$ cat config.mk
export PLATFORM = sky130hd
export DESIGN_NAME = mv_best_select
export DESIGN_NICKNAME = d
export VERILOG_FILES = /design/src/rtl/mv_best_select.sv
export SDC_FILE = /design/constraint.sdc
export NUM_CORES = 1
export LEC_CHECK = 0
export BUFFER_PORTS_ARGS = -buffer_cell sky130_fd_sc_hd__buf_2
export CAP_MARGIN = 25
export CORE_MARGIN = 4
export CORE_UTILIZATION = 30
export DETAILED_ROUTE_END_ITERATION = 10
export PLACE_DENSITY_LB_ADDON = 0.05
export SLEW_MARGIN = 30
export SYNTH_ARGS = -nofsm -noshare
export SYNTH_HDL_FRONTEND = slang
export SYNTH_SLANG_ARGS = --single-unit
$ cat constraint.sdc
create_clock -name clk -period 3.6 [get_ports clk]
set_clock_uncertainty 0.2 [all_clocks]
set_input_delay 0 -clock clk [delete_from_list [all_inputs] [get_ports clk]]
set_output_delay 0 -clock clk [all_outputs]
set_load 0.02 [all_outputs]
$ cat src/rtl/mv_best_select.sv
// mv_best_select
// Tracks, per partition lane, the minimum SAD and the motion vector at which
// it occurred across one search window, and publishes the winners with a
// one-cycle valid pulse.
//
// Ports:
//   clk, rst              rising-edge clock, synchronous active-high reset
//   start                 begin (or abort and restart) a search window
//   sad_valid, sad_last   candidate strobe / final-candidate qualifier
//   search_column_count   candidate column position
//   search_row_count      candidate row position
//   sad_bus               LANES packed SAD values, lane i at [i*SAD_W +: SAD_W]
//   best_sad              published minimum SAD per lane (same packing)
//   best_mv_x, best_mv_y  published MV components per lane (count - RANGE)
//   cand_cnt              candidates accepted in the published window
//   result_valid          one-cycle pulse when the published set updates
//   busy                  high while a window is being searched
module mv_best_select #(
    parameter int LANES = 7,
    parameter int SAD_W = 16,
    parameter int CNT_W = 6,
    parameter int RANGE = 32,
    parameter int MV_W  = CNT_W + 1
) (
    input  logic                     clk,
    input  logic                     rst,
    input  logic                     start,
    input  logic                     sad_valid,
    input  logic                     sad_last,
    input  logic [CNT_W-1:0]         search_column_count,
    input  logic [CNT_W-1:0]         search_row_count,
    input  logic [LANES*SAD_W-1:0]   sad_bus,
    output logic [LANES*SAD_W-1:0]   best_sad,
    output logic [LANES*MV_W-1:0]    best_mv_x,
    output logic [LANES*MV_W-1:0]    best_mv_y,
    output logic [2*CNT_W:0]         cand_cnt,
    output logic                     result_valid,
    output logic                     busy
);

    localparam int CW = 2 * CNT_W + 1;

    typedef enum logic {
        IDLE,
        SEARCH
    } state_t;

    state_t state_q, state_d;

    logic [LANES-1:0][SAD_W-1:0] work_sad_q, work_sad_d;
    logic [LANES-1:0][MV_W-1:0]  work_mv_x_q, work_mv_x_d;
    logic [LANES-1:0][MV_W-1:0]  work_mv_y_q, work_mv_y_d;
    logic [CW-1:0]               work_cnt_q, work_cnt_d;

    logic [LANES-1:0][SAD_W-1:0] best_sad_q, best_sad_d;
    logic [LANES-1:0][MV_W-1:0]  best_mv_x_q, best_mv_x_d;
    logic [LANES-1:0][MV_W-1:0]  best_mv_y_q, best_mv_y_d;
    logic [CW-1:0]               cand_cnt_q, cand_cnt_d;
    logic                        result_valid_q, result_valid_d;

    logic                        accept;
    logic [MV_W-1:0]             cand_mv_x;
    logic [MV_W-1:0]             cand_mv_y;
    logic [SAD_W-1:0]            lane_sad;

    always_comb begin
        state_d        = state_q;
        work_sad_d     = work_sad_q;
        work_mv_x_d    = work_mv_x_q;
        work_mv_y_d    = work_mv_y_q;
        work_cnt_d     = work_cnt_q;
        best_sad_d     = best_sad_q;
        best_mv_x_d    = best_mv_x_q;
        best_mv_y_d    = best_mv_y_q;
        cand_cnt_d     = cand_cnt_q;
        result_valid_d = 1'b0;
        lane_sad       = '0;

        accept    = (state_q == SEARCH) && sad_valid;
        // Counts are zero-extended before the offset is removed.
        cand_mv_x = MV_W'(search_column_count) - MV_W'(RANGE);
        cand_mv_y = MV_W'(search_row_count) - MV_W'(RANGE);

        if (accept) begin
            for (int unsigned i = 0; i < LANES; i++) begin
                lane_sad = sad_bus[i*SAD_W +: SAD_W];
                // Strict compare: ties keep the earlier candidate.
                if (lane_sad < work_sad_q[i]) begin
                    work_sad_d[i]  = lane_sad;
                    work_mv_x_d[i] = cand_mv_x;
                    work_mv_y_d[i] = cand_mv_y;
                end
            end
            if (work_cnt_q != '1) begin
                work_cnt_d = work_cnt_q + CW'(1);
            end
        end

        // Publish takes the post-update working values so the last
        // candidate participates in the result.
        if (accept && sad_last) begin
            best_sad_d     = work_sad_d;
            best_mv_x_d    = work_mv_x_d;
            best_mv_y_d    = work_mv_y_d;
            cand_cnt_d     = work_cnt_d;
            result_valid_d = 1'b1;
            state_d        = IDLE;
        end

        // Start is applied after any publish so a coincident start opens a
        // fresh window instead of discarding the completing one.
        if (start) begin
            work_sad_d  = '1;
            work_mv_x_d = '0;
            work_mv_y_d = '0;
            work_cnt_d  = '0;
            state_d     = SEARCH;
        end
    end

    always_ff @(posedge clk) begin
        if (rst) begin
            state_q        <= IDLE;
            work_sad_q     <= '1;
            work_mv_x_q    <= '0;
            work_mv_y_q    <= '0;
            work_cnt_q     <= '0;
            best_sad_q     <= '1;
            best_mv_x_q    <= '0;
            best_mv_y_q    <= '0;
            cand_cnt_q     <= '0;
            result_valid_q <= 1'b0;
        end else begin
            state_q        <= state_d;
            work_sad_q     <= work_sad_d;
            work_mv_x_q    <= work_mv_x_d;
            work_mv_y_q    <= work_mv_y_d;
            work_cnt_q     <= work_cnt_d;
            best_sad_q     <= best_sad_d;
            best_mv_x_q    <= best_mv_x_d;
            best_mv_y_q    <= best_mv_y_d;
            cand_cnt_q     <= cand_cnt_d;
            result_valid_q <= result_valid_d;
        end
    end

    assign best_sad     = best_sad_q;
    assign best_mv_x    = best_mv_x_q;
    assign best_mv_y    = best_mv_y_q;
    assign cand_cnt     = cand_cnt_q;
    assign result_valid = result_valid_q;
    assign busy         = (state_q == SEARCH);

endmodule

* Word-level counts from Yosys, hierarchy flattened *
Index checks and enable logic that the tools add are counted.
W data, S select, Z words.

operators by class
  add/sub/neg operators = 3
  multiply operators = 0
  divide/modulo/power cells = 0
  order comparisons = 7
  equal/unequal tests = 1
  shift-type cells = 0
  mux-type cells = 29
  bitwise logic cells = 0
  reduce and logical (&&, ||, !) cells = 4

operators with widths
  kind                     count
  $lt A16 B16 Y1           7
  $mux W112                1
  $mux W16                 7
  $mux W49                 2
  $mux W7                  14
  $mux W13                 2
  $sub A6 B6 Y7 const B    2
  $add A13 B1 Y13 const B  1
  $ne A13 B13 Y1 const B   1
  $mux W1                  3
  $logic_and A1 B1 Y1      2
  $reduce_bool A2 Y1       1
  $reduce_or A2 Y1         1

word-level totals
  flip-flop bits (word level) = 448
  bits in latches = 0
  RAM bits = 0
  bits in read-only memories = 0
  bits of input ports = 129
  output and inout bits = 225
  word-level logic and storage cells = 90
  memories kept = 0

* Depth between registers and ports, before layout *
  depth after elaboration = 4
  gate-level depth with buffers = 10
  depth with buffers taken out = 8

* Worst setup path before layout *
No wires, ideal clock.

  path kind = flip-flop to flip-flop
  start point = register work_sad_q[94] (netlist bit)
  end point = register work_sad_q[88] (netlist bit)
  library setup time = 0.123 ns
  arrival time = 1.999 ns
  required time = 3.277 ns
  slack = 1.278 ns
  cell stages (with the launch flop) = 11
  buffers on the path = 2
  period minus slack after synthesis = 2.322 ns
  path through = dfxtp_1 inv_1 ha_1 nand4_1 or2_1 o41ai_2 nor3_4 buf_6 buf_6 a21oi_1 o21ai_0

on the way
  cells in the longest elaborated chain, start to end = 3

RTL lines
  element                 line  text
  start, declared         50    logic [LANES-1:0][SAD_W-1:0] work_sad_q, work_sad_d;
  start signal, assigned  135   work_sad_q <= work_sad_d;
  $lt A16 B16 Y1          88    if (lane_sad < work_sad_q[i]) begin
  $mux W16                88
  $mux W112               84    if (accept) begin

Every way passes these cells.
A chain may end at the register's enable or synchronous reset.

* Worst setup path after layout *
  start point = register work_sad_q[34] (netlist bit)
  end point = register work_sad_q[32] (netlist bit)

The elaborated chain is that of the path after synthesis.

==> summary.md <==
| Metric | Value |
|---|---|
| Hold Path End | `work_sad_q[77]` |
| Clock-pin slew on the worst setup and hold paths | `0.06 ns` |
| Post-Layout Cell Count | `3588` |
| Post-synth cell types | `42` |
| Gp weighted congestion | `0.7675` |
| RR Startpoint | `work_sad_q[34]` |
| Reg2reg end | `work_sad_q[32]` |
| Util after Layout | `41.21%` |
| Largest net degree at the start of global routing | `194` |
| Sum Neg Setup Slack | `0 ns` |
| Static Leak | `0.01145 uW` |
| HPWL Detailed | `41040 um` |
| Chip width | `265.0 um` |
| Starting Density | `30.51%` |
| YS warnings | `0` |
| Final Hold Vio Count | `0` |
| Fmax | `0.3134 GHz` |
| Max clock buf depth | `3` |
| Global-route wire length before repair | `102100 um` |
| Crit path max fanout | `36` |
| Post-route DRC violation count | `0` |
| Synthesized cell area | `19810 sq um` |
| Startpoint types | `flip-flop` |
| Yosys reg bits | `448` |
| Average size of a mapped cell | `9.150 sq um` |
| TritonRoute pass-1 iters | `5` |
| Die height | `265.0 um` |
| Sequential area share after synthesis | `45.27%` |
| Worst Path Arrival | `3.47 ns` |
| Fin crit share | `88.65%` |
| Register-to-Register Path Depth | `10` |
| Total track usage | `17.85%` |
| # resized after CTS | `0` |
| Final min period | `3.191 ns` |
| I/O Pins | `354` |
| Mapped Nets | `2400` |
| Routed vias | `17680` |
| CP required | `3.88 ns` |
| R2R setup slack | `0.41 ns` |
| PwrDens | `438.2 nW/um^2` |
| Syn-to-layout area delta | `35.06%` |
| Worst Max-Slew Pin Slew | `0.9227 ns` |
| CTS root buf | `clkbuf_16` |
| Clock latency on the worst-skew pair | `0.61 ns` |
| Biggest area consumer among synthesized cells | `dfxtp_1` |
| Vias per inst | `4.927` |
| Initial antenna violation count | `5` |
| DRT iter0 DRCs | `785` |
| Mapped Cells | `2165` |
| Max Slew Vio Count | `0` |
| CTS Buf Count | `53` |
| Final ANT Viol Nets | `0` |
| Ys async rst share | `0%` |
| Final setup vio count | `0` |
| Placed cell count | `3214` |
| Die area | `70210 sq um` |
| Hold Crit Depth | `4` |
| H-tree levels | `2` |
| Number of global-route vias before repair | `17810` |
| Hold crit path type | `in -> reg` |
| # nets final | `2927` |
| Clk sinks | `448` |
| Unrepaired setup endpoints after global routing | `false` |
| Yosys top cell area share | `45.27%` |
| Area of the core | `64930 sq um` |
| Setup crit end kind | `flip-flop` |
| Number of max-cap violations | `0` |
| Most common cell on crit path | `a211oi_1` |
| Crit path kind | `reg -> reg` |
| CTS tree | `built` |
| Crit-path cells | `inv_1 -> ha_1 -> a211oi_1 -> o21ai_0 -> a211oi_1 -> o311ai_4 -> buf_4 -> mux2i_1 -> nand2_1 -> dlygate4sd3_1` |
| Worst setup startpoint | `work_sad_q[34]` |
| Row cnt | `93` |
| Top_reg_cell synth | `dfxtp_1` |
| I/O Buffers | `353` |
| Drt total wl | `64720 um` |
| Slew margin rel. | `38.49%` |
| Post-synth EDFFs | `0` |
| Crit path largest cell delay | `0.60 ns` |
| Peak VDD IR | `317.2 uV` |
| Remaining global-route overflow | `0` |
| Share of cells above drive strength 1 | `18.86%` |
| Slowest-stage cell, CP | `dlygate4sd3_1` |
| Worst Hold Launch | `sad_bus[77]` |
| Synth top area cells | `dfxtp_1, mux2i_1, a211oi_1, ha_1, nor3_1` |
| Run status | `completed` |
| WL/cell | `18.04 um` |
-- where the power goes --
| group | leakage [uW] | internal [uW] | switching (uW) | total [uW] |
|---|---|---|---|---|
| Clock | 0.000841 | 3060 | 2210 | 5270 |
| Combinational | 0.00697 | 533 | 783 | 1320 |
| Sequential | 0.00364 | 5070 | 61.6 | 5140 |
| Total | 0.0114 | 8660 | 3060 | 11700 |
-- cell usage after synthesis (4+ instances only) --
cell,count
o21ai_1,12
buf_2,30
nand2b_1,4
clkbuf_1,132
nand4_1,22
dfxtp_1,448
ha_1,106
nor2b_1,4
a21oi_1,73
o311ai_1,4
nand3_1,14
a21o_1,6
a2111oi_4,5
xor2_1,8
a211oi_2,25
inv_1,110
nor3_1,231
mux2i_1,163
nor2_1,244
buf_1,6
o21ai_0,49
a211oi_1,209
nand2_1,89
buf_6,20
nor4_1,113
-- registers in the layout, indices dropped and copies added, names as in the netlist --
register,count
best_sad,112
work_sad_q,112
best_mv_x,49
best_mv_y,49
work_mv_x_q,49
work_mv_y_q,49
cand_cnt,13
work_cnt_q,13
busy,1
result_valid,1
-- stage by stage --
step | hold slack, ns | total power, uW | setup slack, ns | area (sq um)
after global routing | 0.03421 | 12270 | 0.1057 | 26750
after global placement | 0.05110 | 6357 | 0.2938 | 22250
final | 0.03622 | 11720 | 0.4088 | 26760
after floorplan | -0.08257 | 5949 | 1.278 | 19810
after CTS | 0.0004443 | 11930 | 0.01102 | 26710
after detailed placement | 0.05506 | 6367 | 0.4904 | 22260
-- layout make-up --
class | instances | area, sq um
timing repair buffer | 663 | 4984
sequential | 448 | 8969
antenna | 3 | 7.507
tap | 855 | 1070
multi-input combinational | 1416 | 9610
clock inverter | 13 | 145.1
inverter | 110 | 412.9
fill | 6540 | 38170
clock buffer | 80 | 1558
-- cell usage in the layout, fill, tap and decap left out, types with 6 or more instances in the layout --
cell type	Yosys	final
a211oi_1	209	209
a211oi_2	25	25
a21o_1	6	6
a21oi_1	73	73
buf_12	0	15
buf_2	30	352
buf_4	3	19
clkbuf_1	132	14
clkbuf_16	0	53
clkbuf_8	0	13
clkinv_2	0	8
dfxtp_1	448	448
dlygate4sd3_1	0	275
ha_1	106	106
inv_1	110	110
mux2i_1	163	163
nand2_1	89	89
nand3_1	14	13
nand4_1	22	22
nor2_1	244	243
nor3_1	231	231
nor4_1	113	113
o21ai_0	49	49
o21ai_1	12	12
xor2_1	8	8
-- logic make-up (layout without fill, tap and decap cells) --
| group | Yosys count | count (layout) | share of synthesized area (%) |
|---|---|---|---|
| AO/OA/AOI/OAI | 399 | 399 | 14.82 |
| XOR/XNOR | 10 | 10 | 0.4421 |
| adder cells (fa/ha/maj) | 106 | 106 | 6.695 |
| buffers and inverters | 301 | 866 | 6.708 |
| flip-flops | 448 | 448 | 45.27 |
| multiplexers | 163 | 163 | 8.236 |
| other | 0 | 3 | 0 |
| AND/OR/NAND/NOR | 738 | 738 | 17.83 |
-- timing repair --
| action | in CTS | in global routing |
|---|---|---|
| hold buffers | 275 | 0 |
| endpoints found under the setup margin | 0 | 11 |
| setup buffers | 0 | 3 |
| hold endpoints to repair | 435 | 0 |
-- routing by layer --
layer / wire length, um / track usage [%]
met1: 29550 / 22.97
met4: 1428 / 4.926
met2: 30320 / 30.33
met3: 3423 / 3.833
met5: 0 / 0
-- how the worst max path moves through the flow --
stage	slack, ns	to
2_1_floorplan	1.28	work_sad_q[88]
4_1_cts	0.01	work_sad_q[13]
5_1_grt	0.11	work_sad_q[4]
3_5_place_dp	0.49	best_mv_y[44]
3_3_place_gp	0.29	best_mv_x[42]
6_report	0.41	work_sad_q[32]
-- worst max-delay path: cells and delay by family, from the launching register on --
kind	cells	cell delay (ns)
flip-flops	1	0.36
adder cells (fa/ha/maj)	1	0.28
multiplexers	1	0.20
buffers and inverters	3	0.94
AND/OR/NAND/NOR	1	0.07
AO/OA/AOI/OAI	4	1.01
(Power assumes the default switching activity.)
